$ cat src/rtl/regfile_ctrl.sv
`default_nettype none
// ============================================================================
// Module   : regfile_ctrl
// Function : Register-file write-port / rs1 owner: post-reset clear sweep,
//            core writeback pass-through and host debug read/write access.
// Revision : 1.0  initial release
// ============================================================================
module regfile_ctrl #(
    parameter logic [31:0] SP_INIT  = 32'h0000_8000,
    parameter int unsigned MAX_WAIT = 3
) (
    input  logic        CLK,
    input  logic        RST_X,
    input  logic        core_we,
    input  logic [4:0]  core_rd,
    input  logic [31:0] core_wd,
    input  logic [4:0]  core_rs1,
    output logic        core_stall,
    output logic        init_done,
    input  logic        dbg_req,
    input  logic        dbg_wr,
    input  logic [4:0]  dbg_addr,
    input  logic [31:0] dbg_wdata,
    output logic        dbg_ack,
    output logic [31:0] dbg_rdata,
    output logic        rf_we,
    output logic [4:0]  rf_rd,
    output logic [31:0] rf_wd,
    output logic [4:0]  rf_rs1,
    input  logic [31:0] rf_rrs1
);

    localparam int unsigned       c_WAIT_W    = (MAX_WAIT < 2) ? 1 : $clog2(MAX_WAIT + 1);
    localparam logic [c_WAIT_W-1:0] c_WAIT_LAST = c_WAIT_W'(MAX_WAIT - 1);

    localparam logic [1:0] c_INIT = 2'd0;
    localparam logic [1:0] c_IDLE = 2'd1;
    localparam logic [1:0] c_DBG  = 2'd2;
    localparam logic [1:0] c_ACK  = 2'd3;

    logic [1:0]          r_state;
    logic [4:0]          r_idx;
    logic [c_WAIT_W-1:0] r_wait_cnt;
    logic                r_init_done;
    logic [31:0]         r_dbg_rdata;
    logic                w_we;

    always_ff @(posedge CLK or negedge RST_X) begin
        if (!RST_X) begin
            r_state     <= c_INIT;
            r_idx       <= 5'd1;
            r_wait_cnt  <= '0;
            r_init_done <= 1'b0;
            r_dbg_rdata <= 32'd0;
        end else begin
            case (r_state)
                c_INIT: begin
                    r_idx <= r_idx + 5'd1;
                    if (r_idx == 5'd31) begin
                        r_state     <= c_IDLE;
                        r_init_done <= 1'b1;
                    end
                end
                c_IDLE: begin
                    if (!dbg_req) begin
                        r_wait_cnt <= '0;
                    end else if (!core_we || (r_wait_cnt == c_WAIT_LAST)) begin
                        // Forced entry after MAX_WAIT lost cycles bounds debug latency.
                        r_state    <= c_DBG;
                        r_wait_cnt <= '0;
                    end else begin
                        r_wait_cnt <= r_wait_cnt + 1'b1;
                    end
                end
                c_DBG: begin
                    r_dbg_rdata <= rf_rrs1;
                    r_state     <= c_ACK;
                end
                default: begin
                    r_state <= c_IDLE;
                end
            endcase
        end
    end

    always_comb begin
        w_we   = 1'b0;
        rf_rd  = core_rd;
        rf_wd  = core_wd;
        rf_rs1 = core_rs1;
        case (r_state)
            c_INIT: begin
                w_we  = 1'b1;
                rf_rd = r_idx;
                rf_wd = (r_idx == 5'd2) ? SP_INIT : 32'd0;
            end
            c_DBG: begin
                w_we   = dbg_wr && (dbg_addr != 5'd0);
                rf_rd  = dbg_addr;
                rf_wd  = dbg_wdata;
                rf_rs1 = dbg_addr;
            end
            default: begin
                w_we = core_we;
            end
        endcase
    end

    // Write enable is gated by the raw reset so nothing commits while held in reset.
    assign rf_we      = w_we & RST_X;
    assign core_stall = (r_state == c_INIT) || (r_state == c_DBG);
    assign dbg_ack    = (r_state == c_ACK);
    assign init_done  = r_init_done;
    assign dbg_rdata  = r_dbg_rdata;

endmodule
`default_nettype wire

$ cat config.mk
export PLATFORM = sky130hd
export DESIGN_NAME = regfile_ctrl
export DESIGN_NICKNAME = d
export VERILOG_FILES = /design/src/rtl/regfile_ctrl.sv
export SDC_FILE = /design/constraint.sdc
export NUM_CORES = 1
export LEC_CHECK = 0
export ABC_CLOCK_PERIOD_IN_PS = 2200
export BUFFER_PORTS_ARGS = -buffer_cell sky130_fd_sc_hd__buf_2
export CORE_MARGIN = 2
export CORE_UTILIZATION = 38
export DETAILED_ROUTE_END_ITERATION = 8
export GPL_TIMING_DRIVEN = 0
export PLACE_DENSITY = 0.84
export RECOVER_POWER = 50
export SLEW_MARGIN = 20
export SYNTH_ARGS = -nofsm -noshare
export SYNTH_HDL_FRONTEND = slang
export SYNTH_SLANG_ARGS = --single-unit
$ cat constraint.sdc
create_clock -name CLK -period 2.2 [get_ports CLK]
set_clock_uncertainty 0.2 [all_clocks]
set_input_delay 0.11 -clock CLK [delete_from_list [all_inputs] [get_ports CLK]]
set_output_delay 0.11 -clock CLK [all_outputs]
set_load 0.01 [all_outputs]
## Yosys cells after proc, flatten, opt, wreduce, memory -nomap -nowiden

Index checks and enable logic that the tools add are counted.

- Word-level logic and storage cells: 36
- Memory bits (writable): 0
- Latch bits: 0
- Flip-flop bits (word level): 42
- Memories kept: 0
- Input bits: 116
- Output and inout bits: 78
- ROM bits: 0

- $add $sub $neg: 2
- Shift operators: 0
- $lt $le $gt $ge: 0
- Multipliers: 0
- Reduce and logical (&&, ||, !) cells: 8
- Divide/modulo/power cells: 0
- Mux-type cells: 11
- Equal/unequal tests: 9
- Bitwise gates (word level): 1

Operators by type and width:

| operator | number |
|---|---|
| $pmux W32 S2 | 1 |
| $mux W16 | 1 |
| $mux W2 | 5 |
| $pmux W5 S2 | 1 |
| $eq A2 B2 Y1 const B | 3 |
| $ne A2 B2 Y1 const B | 3 |
| $pmux W2 S3 | 1 |
| $add A5 B1 Y5 const B | 1 |
| $eq A5 B2 Y1 const B | 1 |
| $eq A5 B5 Y1 const B | 1 |
| $mux W5 | 1 |
| $reduce_bool A5 Y1 | 1 |
| $reduce_and A3 Y1 | 1 |
| $add A2 B1 Y2 const B | 1 |
| $eq A2 B1 Y1 const B | 1 |
| $logic_not A2 Y1 | 1 |
| $logic_or A1 B1 Y1 | 2 |
| $pmux W1 S2 | 1 |
| $reduce_and A2 Y1 | 1 |
| $and A1 B1 Y1 | 1 |
| $logic_and A1 B1 Y1 | 1 |
| $logic_not A1 Y1 | 1 |

## Depth between registers and ports, before layout

- Word-level depth: 5
- Mapped depth: 7
- Depth with buffers taken out: 5

## Least setup slack after synthesis

Ideal clock, no wire load.

- Kind: flip-flop to flip-flop
- Start point: reg r_idx[1]
- End point: reg r_state[1]
- Period minus slack after synthesis: 1.838 ns
- Required time: 1.875 ns
- Setup slack: 0.362 ns
- Cell stages (with the launch flop): 6
- Path buffers: 0
- Data arrival time: 1.513 ns
- Setup time: 0.125 ns
- Cells stage by stage: dfrtp_1 > ha_1 > and3_1 > ha_1 > o221ai_2 > mux2_2

- Longest elaborated chain between the ends: 3

RTL lines:

| item | RTL line | source |
|---|---|---|
| start, declared | 42 | `logic [4:0] r_idx;` |
| start signal, assigned | 58 | `r_idx <= r_idx + 5'd1;` |
| $eq A5 B5 Y1 | 59 | `if (r_idx == 5'd31) begin` |
| $ne A2 B2 Y1 (no line) | -- |  |
| $reduce_and A3 Y1 (no line) | -- |  |
| end signal, assigned | 60 | `r_state <= c_IDLE;` |
| end signal, assigned | 69 | `r_state <= c_DBG;` |
| end signal, assigned | 77 | `r_state <= c_ACK;` |
| end, declared | 41 | `logic [1:0] r_state;` |

No other way between the ends.
A chain may end at the register's enable or synchronous reset.

## Final worst setup path

- Start point: reg r_state[0]
- End point: out rf_wd[20]

- Longest elaborated chain between the ends: 2

RTL lines:

| item | RTL line | source |
|---|---|---|
| start signal, assigned | 50 | `r_state <= c_INIT;` |
| start signal, assigned | 60 |  |
| start signal, assigned | 69 |  |
| $eq A2 B2 Y1 / $logic_not A2 Y1 (equally long branches) | 91 | `case (r_state)` |
| $pmux W32 S2 * | 91 |  |
| end, declared | 28 | `output logic [31:0] rf_wd,` |

Every way passes the cells marked *; elsewhere a longest branch is shown, timed or not.

==> flow_summary_export.csv <==
group,metric,value,unit
setup_path,cpMaxStageDelayCell,"dfrtp_1",
setup_path,cp-startpoint,"r_state[0]$_DFFE_PN0P_",
cts,numCtsBuffers,5,
drt,wl_per_cell,15.39,µm
floorplan,io_pins,194,
floorplan,coreArea,5608,µm²
global_route,grt_pass1_wl,11270,µm
cts,htree_levels,2,
timing,relSlewSlack,63.02,%
setup_path,crit_path_end_kind,"output port",
yosys,synthCells,184,
cells_and_area,mostFrequentLayoutCells,"buf_2 (165), dfrtp_1 (41), mux2_2 (38)",
hold_path,hp-start,"core_we",
timing,setup_violations,0,
pwr,power_density,1312,nW/µm²
pwr,p_total,0.004955,W
drt,dr.pass1.iters,4,
placement,dp.cells,449,
timing,min_period,2.126,ns
cells_and_area,layout_commonest_cell,"buf_2",
cts,clk_pin_slew,0.08,ns
setup_path,worstRegToRegCells,5,
floorplan,die_x,80.82,µm
yosys,synth.avg_cell_area,12.19,µm²
global_route,grt_util_all_layers,22.21,%
setup_path,r2r-end,"r_state[1]$_DFFE_PN0P_",
global_route,antenna_found_initial,0,
setup_path,cp_cell_sequence,"inv_2 -> ha_1 -> buf_6 -> nor2_1 -> buf_4 -> buf_6 -> a22o_1 -> buf_2",
yosys,synth_adder_area_share,4.464,%
yosys,synth_top_family_by_area,"multiplexers",
setup_path,r2r_start,"r_idx[1]$_DFFE_PN0P_",
cts,cts.sinks,42,
drt,drc_errors,0,
hold_path,hold-path-cell-count,4,
drt,ant_nets,0,
hold_path,hp-class,"in2reg",
yosys,synth_warnings,0,
yosys,synth.distinct_cells,31,
setup_path,critPathMaxFanout,10,
placement,place_congestion,0.7847,
yosys,synth_compound_area_share,17.24,%
timing,whs,0.03050,ns
timing,fmax,470.4,MHz
setup_path,cp-start-kind,"flip-flop",
drt,vias,2453,
cts,clock-root-buffer,"clkbuf_8",
setup_path,cp.required,1.89,ns
cts,clk_latency,0.28,ns
yosys,synth-main-ff-cell,"dfrtp_1",
setup_path,worstSetupPathType,"reg2out",
drt,wirelength,7604,µm
pwr,vdd_drop_max,0.6997,mV
yosys,yosys.area_share.xor_xnor,1.172,%
yosys,syn_nets,308,
timing,rsz0062_at_grt,"false",
timing,maxSlewViolCount,0,
global_route,grt_overflow,0,
setup_path,cpMostUsedCell,"buf_6",
yosys,async_reset_ff_share,100.0,%
timing,finalSetupTns,0,ns
run_status,outcome,"finished, final reports clean",
cts,max-clock-path-buffers,2,
yosys,synth_mux_area_share,19.53,%
cells_and_area,fin_cells,494,
cells_and_area,drive_above_1_share,54.87,%
setup_path,ff2ff_setup_slack,0.27,ns
cells_and_area,area_growth,68.47,%
yosys,synthesis.area,2242,µm²
cts,cts_tree,"yes",
floorplan,die-area,6531,µm²
timing,period_share,96.63,%
timing,final_hold_viol_count,0,
floorplan,rows,27,
placement,io_buffers,193,
timing,worstMarginPinSlew,0.5548,ns
global_route,grt_start_max_net_pins,44,
global_route,grt_pass1_vias,2423,
drt,via_per_inst,4.966,
pwr,power.leakage,1.976,nW
setup_path,slowest_delay,0.39,ns
floorplan,initial_core_util,39.98,%
setup_path,arrival,1.82,ns
floorplan,dieHeight,80.82,µm
yosys,ys_seq_elements,42,
drt,drt_iter0_drc,98,
yosys,synth-edff-count,0,
yosys,yosysSeqAreaShare,46.93,%
cells_and_area,fin_nets,545,
yosys,synthSimpleGateAreaFrac,5.134,%
run,maxCapViolCount,0,
hold_path,holdPathEnd,"r_state[0]$_DFFE_PN0P_",
placement,hpwl,5777,µm
[routing by layer]
layer	wire [µm]	track usage, %
met1	2768	23.95
met2	4066	42.40
met3	609	4.889
met4	160	7.627
met5	0	0
[critical path, delay by kind of cell, from the launching register on]
family	cells	cell delay, ns
and+or+nand+nor	1	0.13
buffers and inverters	5	0.64
adders and majority gates	1	0.20
AOI/OAI and AO/OA	1	0.16
DFF	1	0.39
[logic make-up (layout without fill, tap and decap cells)]
kind of cell	count (synthesis)	after routing
other	0	1
AOI/OAI and AO/OA	46	46
adders and majority gates	8	8
and+or+nand+nor	23	23
xor gates and xnor gates	3	3
DFF	42	42
buffers and inverters	23	260
muxes	39	39
[state kept, by name, indices dropped and copies added (netlist names)]
| name | flops |
|---|---|
| dbg_rdata | 32 |
| init_done | 1 |
| r_idx | 5 |
| r_state | 2 |
| r_wait_cnt | 2 |
[power by group]
part	switching (W)	leakage [nW]	total, W	internal, W
sequential	0.000254	0.499	0.00142	0.00117
clock	0.000248	0.0573	0.000611	0.000363
combinational	0.00148	1.42	0.00292	0.00144
[through the flow]
stage                     instance area [µm²]  utilization (%)  worst slack [ns]
final                                    3777            67.36           0.07404
after global routing                     3775            67.31           0.01469
after floorplan                          2242                -            0.3622
after global placement                   3298            58.81            0.2797
after detailed placement                 3298            58.81            0.2605
after CTS                                3776            67.34          0.002035
[what timing repair did]
action | 4_1_cts | 5_1_grt
setup endpoints to repair | 17 | 37
hold endpoints to repair | 75 | 0
hold buffers | 34 | 0
resized for setup | 1 | 12
buffers inserted | 3 | 0
[worst max-delay path by stage]
stage,to,slack [ns]
4_1_cts,rf_wd[20],0.002
2_1_floorplan,r_state[1]$_DFFE_PN0P_,0.36
5_1_grt,rf_rs1[3],0.01
6_report,rf_wd[20],0.07
3_5_place_dp,r_state[1]$_DFFE_PN0P_,0.26
3_3_place_gp,r_state[1]$_DFFE_PN0P_,0.28
[cell usage after synthesis, types with 2 or more instances]
| cell | number | area share, % |
|---|---|---|
| a21oi_1 | 2 | 0.45 |
| a22o_1 | 31 | 12 |
| a22oi_1 | 5 | 1.7 |
| buf_2 | 9 | 2.0 |
| buf_4 | 3 | 1.0 |
| buf_6 | 2 | 1.0 |
| dfrtp_1 | 41 | 46 |
| ha_1 | 8 | 4.5 |
| inv_1 | 8 | 1.3 |
| mux2_2 | 38 | 19 |
| nand2_1 | 12 | 2.0 |
| nand4_1 | 2 | 0.56 |
| nor2_1 | 3 | 0.50 |
| o21ai_0 | 2 | 0.45 |
| xnor2_1 | 2 | 0.78 |
[layout make-up]
cell class                      count  area (µm²)
Multi-Input combinational cell    119        1084
Clock inverter                      1       30.03
Inverter                            9       33.78
Buffer                             14       110.1
Antenna cell                        1       2.502
Timing Repair Buffer              230        1292
Clock buffer                        6       82.58
Sequential cell                    42        1052
Fill cell                         472        1831
Tap cell                           72       90.09
Note: power is estimated with default switching activity, not from simulation.
